File: src/rtl/frame_reader.sv
// frame_reader
//   Drains one frame of DEPTH signed samples from the read side of a
//   ping-pong buffer and forwards them on a valid/ready stream. It also
//   accumulates a wrapping signed frame sum and counts start pulses that
//   arrive while a frame is still in progress.
//
//   Optional feature: define FRAME_READER_PEAK_EN to add peak_o, the largest
//   |sample| of the last completed frame. The most-negative sample's
//   magnitude saturates to 2^(WIDTH-1)-1.
//
// Ports
//   clk_i            clock, rising edge
//   rst_i            asynchronous active-high reset
//   buffer_ready_i   one-cycle pulse: a full frame is available upstream
//   read_data_i      signed sample from the buffer read side
//   read_valid_i     read_data_i valid
//   read_ready_o     sample accepted this cycle when read_valid_i is high
//   m_data_o         signed output sample
//   m_valid_o        m_data_o valid
//   m_ready_i        downstream accepts m_data_o
//   m_last_o         marks the final sample of a frame
//   frame_done_o     one-cycle pulse when the final sample leaves the block
//   frame_sum_o      signed sum of the last completed frame
//   busy_o           high whenever a frame is in progress
//   missed_frames_o  saturating count of ignored buffer_ready_i pulses
//   peak_o           (FRAME_READER_PEAK_EN only) peak magnitude of last frame
//
// state | meaning
// IDLE  | waiting for buffer_ready_i
// DRAIN | accepting samples from the buffer
// FLUSH | last sample held at the output, waiting for downstream
module frame_reader #(
  parameter int WIDTH     = 32,
  parameter int DEPTH     = 16,
  parameter int SUM_WIDTH = WIDTH + $clog2(DEPTH)
) (
  input  logic                        clk_i,
  input  logic                        rst_i,
  input  logic                        buffer_ready_i,
  input  logic signed [WIDTH-1:0]     read_data_i,
  input  logic                        read_valid_i,
  output logic                        read_ready_o,
  output logic signed [WIDTH-1:0]     m_data_o,
  output logic                        m_valid_o,
  input  logic                        m_ready_i,
  output logic                        m_last_o,
  output logic                        frame_done_o,
  output logic signed [SUM_WIDTH-1:0] frame_sum_o,
  output logic                        busy_o,
  output logic [7:0]                  missed_frames_o
`ifdef FRAME_READER_PEAK_EN
  ,
  output logic [WIDTH-1:0]            peak_o
`endif
);

  localparam int CNT_W = $clog2(DEPTH);
  localparam logic [CNT_W-1:0] CNT_LAST = CNT_W'(DEPTH - 1);

  typedef enum logic [1:0] {
    IDLE  = 2'd0,
    DRAIN = 2'd1,
    FLUSH = 2'd2
  } state_t;

  state_t state_q, state_d;

  logic [CNT_W-1:0]            cnt_q;
  logic signed [SUM_WIDTH-1:0] sum_q;
  logic                        accept;
  logic                        start;
  logic                        frame_end;

  always_ff @(posedge clk_i or posedge rst_i) begin
    if (rst_i) begin
      state_q <= IDLE;
    end else begin
      state_q <= state_d;
    end
  end

  always_comb begin
    state_d      = state_q;
    read_ready_o = 1'b0;
    busy_o       = 1'b0;
    start        = 1'b0;
    frame_end    = 1'b0;
    case (state_q)
      IDLE: begin
        start = buffer_ready_i;
        if (buffer_ready_i) state_d = DRAIN;
      end
      DRAIN: begin
        busy_o       = 1'b1;
        // Output register is free, or it is being emptied this cycle.
        read_ready_o = !m_valid_o || m_ready_i;
        if (read_valid_i && read_ready_o && (cnt_q == CNT_LAST)) state_d = FLUSH;
      end
      FLUSH: begin
        busy_o    = 1'b1;
        frame_end = m_valid_o && m_ready_i;
        if (frame_end) state_d = IDLE;
      end
      default: state_d = IDLE;
    endcase
  end

  assign accept = read_valid_i && read_ready_o;

  always_ff @(posedge clk_i or posedge rst_i) begin
    if (rst_i) begin
      cnt_q           <= '0;
      sum_q           <= '0;
      m_data_o        <= '0;
      m_valid_o       <= 1'b0;
      m_last_o        <= 1'b0;
      frame_done_o    <= 1'b0;
      frame_sum_o     <= '0;
      missed_frames_o <= '0;
    end else begin
      frame_done_o <= 1'b0;

      if (start) begin
        cnt_q <= '0;
        sum_q <= '0;
      end else if (accept) begin
        // DEPTH is a power of two, so the counter wraps back to zero by itself.
        cnt_q <= cnt_q + 1'b1;
        sum_q <= sum_q + SUM_WIDTH'(read_data_i);
      end

      if (accept) begin
        m_data_o  <= read_data_i;
        m_valid_o <= 1'b1;
        m_last_o  <= (cnt_q == CNT_LAST);
      end else if (m_valid_o && m_ready_i) begin
        m_valid_o <= 1'b0;
        m_last_o  <= 1'b0;
      end

      if (frame_end) begin
        frame_done_o <= 1'b1;
        frame_sum_o  <= sum_q;
      end

      // A start request during a frame, including the FLUSH->IDLE cycle, is dropped.
      if (buffer_ready_i && (state_q != IDLE) && (missed_frames_o != 8'hFF)) begin
        missed_frames_o <= missed_frames_o + 8'd1;
      end
    end
  end

`ifdef FRAME_READER_PEAK_EN
  localparam logic [WIDTH-1:0] MAX_POS = {1'b0, {(WIDTH-1){1'b1}}};

  logic [WIDTH-1:0] abs_sample;
  logic [WIDTH-1:0] peak_q;

  always_comb begin
    abs_sample = read_data_i;
    if (read_data_i[WIDTH-1]) begin
      // The most-negative value has no positive counterpart.
      if (read_data_i[WIDTH-2:0] == '0) abs_sample = MAX_POS;
      else                              abs_sample = -read_data_i;
    end
  end

  always_ff @(posedge clk_i or posedge rst_i) begin
    if (rst_i) begin
      peak_q <= '0;
      peak_o <= '0;
    end else begin
      if (start) begin
        peak_q <= '0;
      end else if (accept && (abs_sample > peak_q)) begin
        peak_q <= abs_sample;
      end
      if (frame_end) peak_o <= peak_q;
    end
  end
`endif

endmodule

File: config.mk
export PLATFORM = sky130hd
export DESIGN_NAME = frame_reader
export DESIGN_NICKNAME = d
export VERILOG_FILES = /design/src/rtl/frame_reader.sv
export SDC_FILE = /design/constraint.sdc
export NUM_CORES = 1
export LEC_CHECK = 0
export ABC_AREA = 1
export ABC_CLOCK_PERIOD_IN_PS = 5650
export CORE_ASPECT_RATIO = 1.4
export CORE_MARGIN = 8
export CORE_UTILIZATION = 50
export CTS_BUF_LIST = sky130_fd_sc_hd__clkbuf_8
export DETAILED_ROUTE_END_ITERATION = 12
export GPL_TIMING_DRIVEN = 0
export MAX_ROUTING_LAYER = met4
export PLACE_DENSITY = 0.83
export SLEW_MARGIN = 15
export SYNTH_ARGS = -nofsm -noshare
export SYNTH_HDL_FRONTEND = slang
export SYNTH_SLANG_ARGS = --single-unit
File: constraint.sdc
create_clock -name clk_i -period 5.65 [get_ports clk_i]
set_clock_uncertainty 0.2 [all_clocks]
set_input_delay 1.4125 -clock clk_i [delete_from_list [all_inputs] [get_ports clk_i]]
set_output_delay 1.4125 -clock clk_i [all_outputs]
set_load 0.005 [all_outputs]
==> qor.txt <==
Status: completed
Post-DR vias/cell: 5.004
Clk pin slew, worst setup/hold paths: 0.08 ns
Switching part of the total: 0.4220
Slew Limit Headroom: 0.5948
Internal power: 2557 uW
Fin nets: 1218
Post_cts resized: 0
DP Wirelength: 16.28 mm
Avg Cell Area, Syn: 7.193 um^2
Yosys cell types: 41
Final setup violating endpoints: 0
Synth Area in Simple Gates: 0.3130
Fillers: 1324
Worst setup SP type: input port
Critical path capture point type: output pin
Final worst path period need: 4.241 ns
Final worst slack: 1.409 ns
Routability Congestion: 0.9369
FMAX: 0.2358 GHz
Top Usage Layer GRT: met2
Pwr Density: 489.7 nW/um^2
CORE AREA: 14310 um^2
Design area: 9035 um^2
Switch Pwr: 1867 uW
Vias in the first global route: 6972
Fin. max-slew vios: 0
1st-iter DRT viols: 370
Synth Instances: 1003
Die Y: 158.1 um
Antenna-violating nets left: 0
Clock power frac: 0.171
Worst-path fanout max: 3
TritonCTS clock tree: built
Clock Tree Root: clkbuf_8
Layout overhead on the synthesized area: 25.23%
Synth Area in XOR/XNOR: 0.01335
Vias: 6715
Post-synthesis mux area share: 0
Unrepaired setup endpoints after global routing: false
Post-Place Setup Slack: 1.394 ns
Final core occ: 0.6312
Max stage delay on crit path: 0.53 ns
Syn nets: 1081
CTS max path bufs: 2
CP Cell Sequence: clkdlybuf4s50_1 > inv_2 > a21oi_1 > clkdlybuf4s50_1
Met1 GRT Util: 0.2407
Area after DPL: 8655 um^2
Largest family of logic cells by synthesized area: simple AND/OR/NAND/NOR gates
Wire per inst: 15.46 um
CTS H-tree lvls: 4
Port buffer count: 117
First-pass GRT wire length: 34.18 mm
Multi-input gate area: 3558 um^2
Compound-Gate Fraction of Synth Area: 0.09469
Die width: 117.5 um
Comb power frac: 0.505
Tot GR Track Use: 0.2383
Share of post-route cells with drive strength above 1: 0.06852
Setup CP Type: in -> out
Critical Path Most Common Cell: clkdlybuf4s50_1
Prevailing post-synth register cell: dfrtp_1
CTS Hold Bufs: 0
Seq/Total Area, Yosys: 0.4197
Endpoints failing hold: 0
Largest net degree at the start of global routing: 86
Slowest-stage cell, CP: clkdlybuf4s50_1
Min Hold Slack: 0.2719 ns
FF+latch count, synth: 121
Antenna violations before repair: 0
Drt total wl: 20.74 mm
# DRC: 0
Number of synthesis warnings: 0
Synthesized area: 7214 um^2
Number of placement rows: 52
Period utilization: 0.7507
Tightest Pin Transition: 0.6077 ns
Drt pass-1 iters: 7
Ys async rst share: 1.000
Worst Hold Class: reg -> reg
VDD IR max: 0.2381 mV
Post-Synth Adder-Cell Area: 0.07215
ANT cells: 0
TritonCTS Buffers: 17
Post-CTS Setup Bufs: 0
Sequential share of power: 0.324
Final setup TNS: 0 ns
Leakage: 0.004741 uW
Global Route met3 Usage: 0.04640
Insertion delay to the later sink of the worst-skew pair: 0.46 ns
Die Footprint: 18580 um^2
I/O pins: 118
Req. time, crit path: 4.04 ns
Post-synth EDFFs: 0
Sink Count: 121
Worst EP arrival: 2.63 ns
Max_cap viols: 0
Initial Util: 0.5040
Grt ovf: 0
Storage cell area: 3028 um^2
GRT met2 Usage: 0.4419
==> critical path, delay by kind of cell <==
kind,cells,cell delay [ns]
AOI/OAI and AO/OA,1,0.12
buffers and inverters,3,1.10
==> state kept, by name (all words and copies together) (netlist names) <==
register	flops
frame_sum_o	36
sum_q	36
m_data_o	32
missed_frames_o	8
cnt_q	4
state_q	2
frame_done_o	1
m_last_o	1
m_valid_o	1
==> cell type report <==
class | instances | area share
buffer | 20 | 0.01191
clock buffer | 19 | 0.02894
clock inverter | 13 | 0.01316
inverter | 138 | 0.05816
multi-input combinational | 724 | 0.3939
sequential | 121 | 0.3351
tap | 189 | 0.02617
timing repair buffer | 118 | 0.1327
==> path summary, 6_finish.rpt <==
check / slack [ns] / depth (start not counted) / to / startpoint
worst max-delay path: 1.41 / 4 / read_ready_o / m_ready_i
worst min-delay path: 0.27 / 2 / m_data_o[20] / m_data_o[20]
worst max register to register: 3.04 / 15 / sum_q[32] / sum_q[0]
worst min register to register: 0.27 / 2 / m_data_o[20] / m_data_o[20]
max in group asynchronous: 3.41 / 3 / sum_q[19] / rst_i
min in group asynchronous: 1.10 / 2 / frame_sum_o[30] / rst_i
==> through the flow <==
stage               instances  power (uW)
floorplan                1003        2705
global placement         1309        3618
detailed placement       1310        3680
CTS                      1342        4451
global route             1342        4794
finish                   1342        4424
==> power groups by stage <==
stage                     Sequential [uW]  Combinational [uW]  Clock [uW]
final                                1430                2230         758
after global routing                 1480                2510         803
after CTS                            1430                2250         767
after detailed placement             1440                2240           0
after global placement               1430                2190           0
after floorplan                      1430                1270           0
==> cell usage after synthesis, types with 2 or more instances <==
| cell type | n | area (um^2) |
|---|---|---|
| o21bai_1 | 4 | 30.03 |
| a21oi_1 | 44 | 220.2 |
| nand2_1 | 392 | 1471 |
| and2_1 | 3 | 18.77 |
| buf_2 | 4 | 20.02 |
| nand4_1 | 2 | 12.51 |
| o22ai_1 | 11 | 68.82 |
| inv_2 | 3 | 11.26 |
| nor2_2 | 2 | 12.51 |
| nor2_4 | 3 | 33.78 |
| clkbuf_1 | 11 | 41.29 |
| nor3_1 | 5 | 25.02 |
| o21ai_1 | 3 | 15.01 |
| xnor2_1 | 5 | 43.79 |
| nand3_1 | 50 | 250.2 |
| dfrtp_1 | 121 | 3028 |
| buf_6 | 3 | 33.78 |
| xor2_1 | 6 | 52.55 |
| nor2_1 | 60 | 225.2 |
| o21ai_0 | 60 | 300.3 |
| nand2_2 | 16 | 100.1 |
| nor4_1 | 2 | 12.51 |
| nand3_2 | 3 | 30.03 |
| inv_1 | 133 | 499.2 |
| ha_1 | 40 | 500.5 |
| o21ai_2 | 2 | 17.52 |
==> layout by cell type (no fill, tap or decap), types with 4 or more instances in the layout <==
cell type,netlist,routed
nand2_2,16,16
buf_2,4,4
ha_1,40,40
o21ai_0,60,60
xnor2_1,5,5
nor3_1,5,5
nand3_1,50,50
clkbuf_8,0,19
nor2_1,60,60
inv_1,133,132
a21oi_1,44,44
o21bai_1,4,4
clkdlybuf4s50_1,0,117
clkinvlp_4,0,4
dfrtp_1,121,121
nand2_1,392,392
o22ai_1,11,11
inv_6,0,4
clkbuf_1,11,11
xor2_1,6,6
==> layer usage <==
layer	part of all wire	wire, um	vias to the layer above
met4	0.031	641	0
li1	-	-	3425
met2	0.54	11160	155
met1	0.39	8109	3097
met5	0	0	-
met3	0.040	835	38
==> cell families after synthesis <==
family	after synthesis
XOR/XNOR	11
adder cells (fa/ha/maj)	41
AND/OR/NAND/NOR	544
flip-flops	121
AO/OA/AOI/OAI	128
buffers and inverters	158
(Power assumes the default switching activity.)
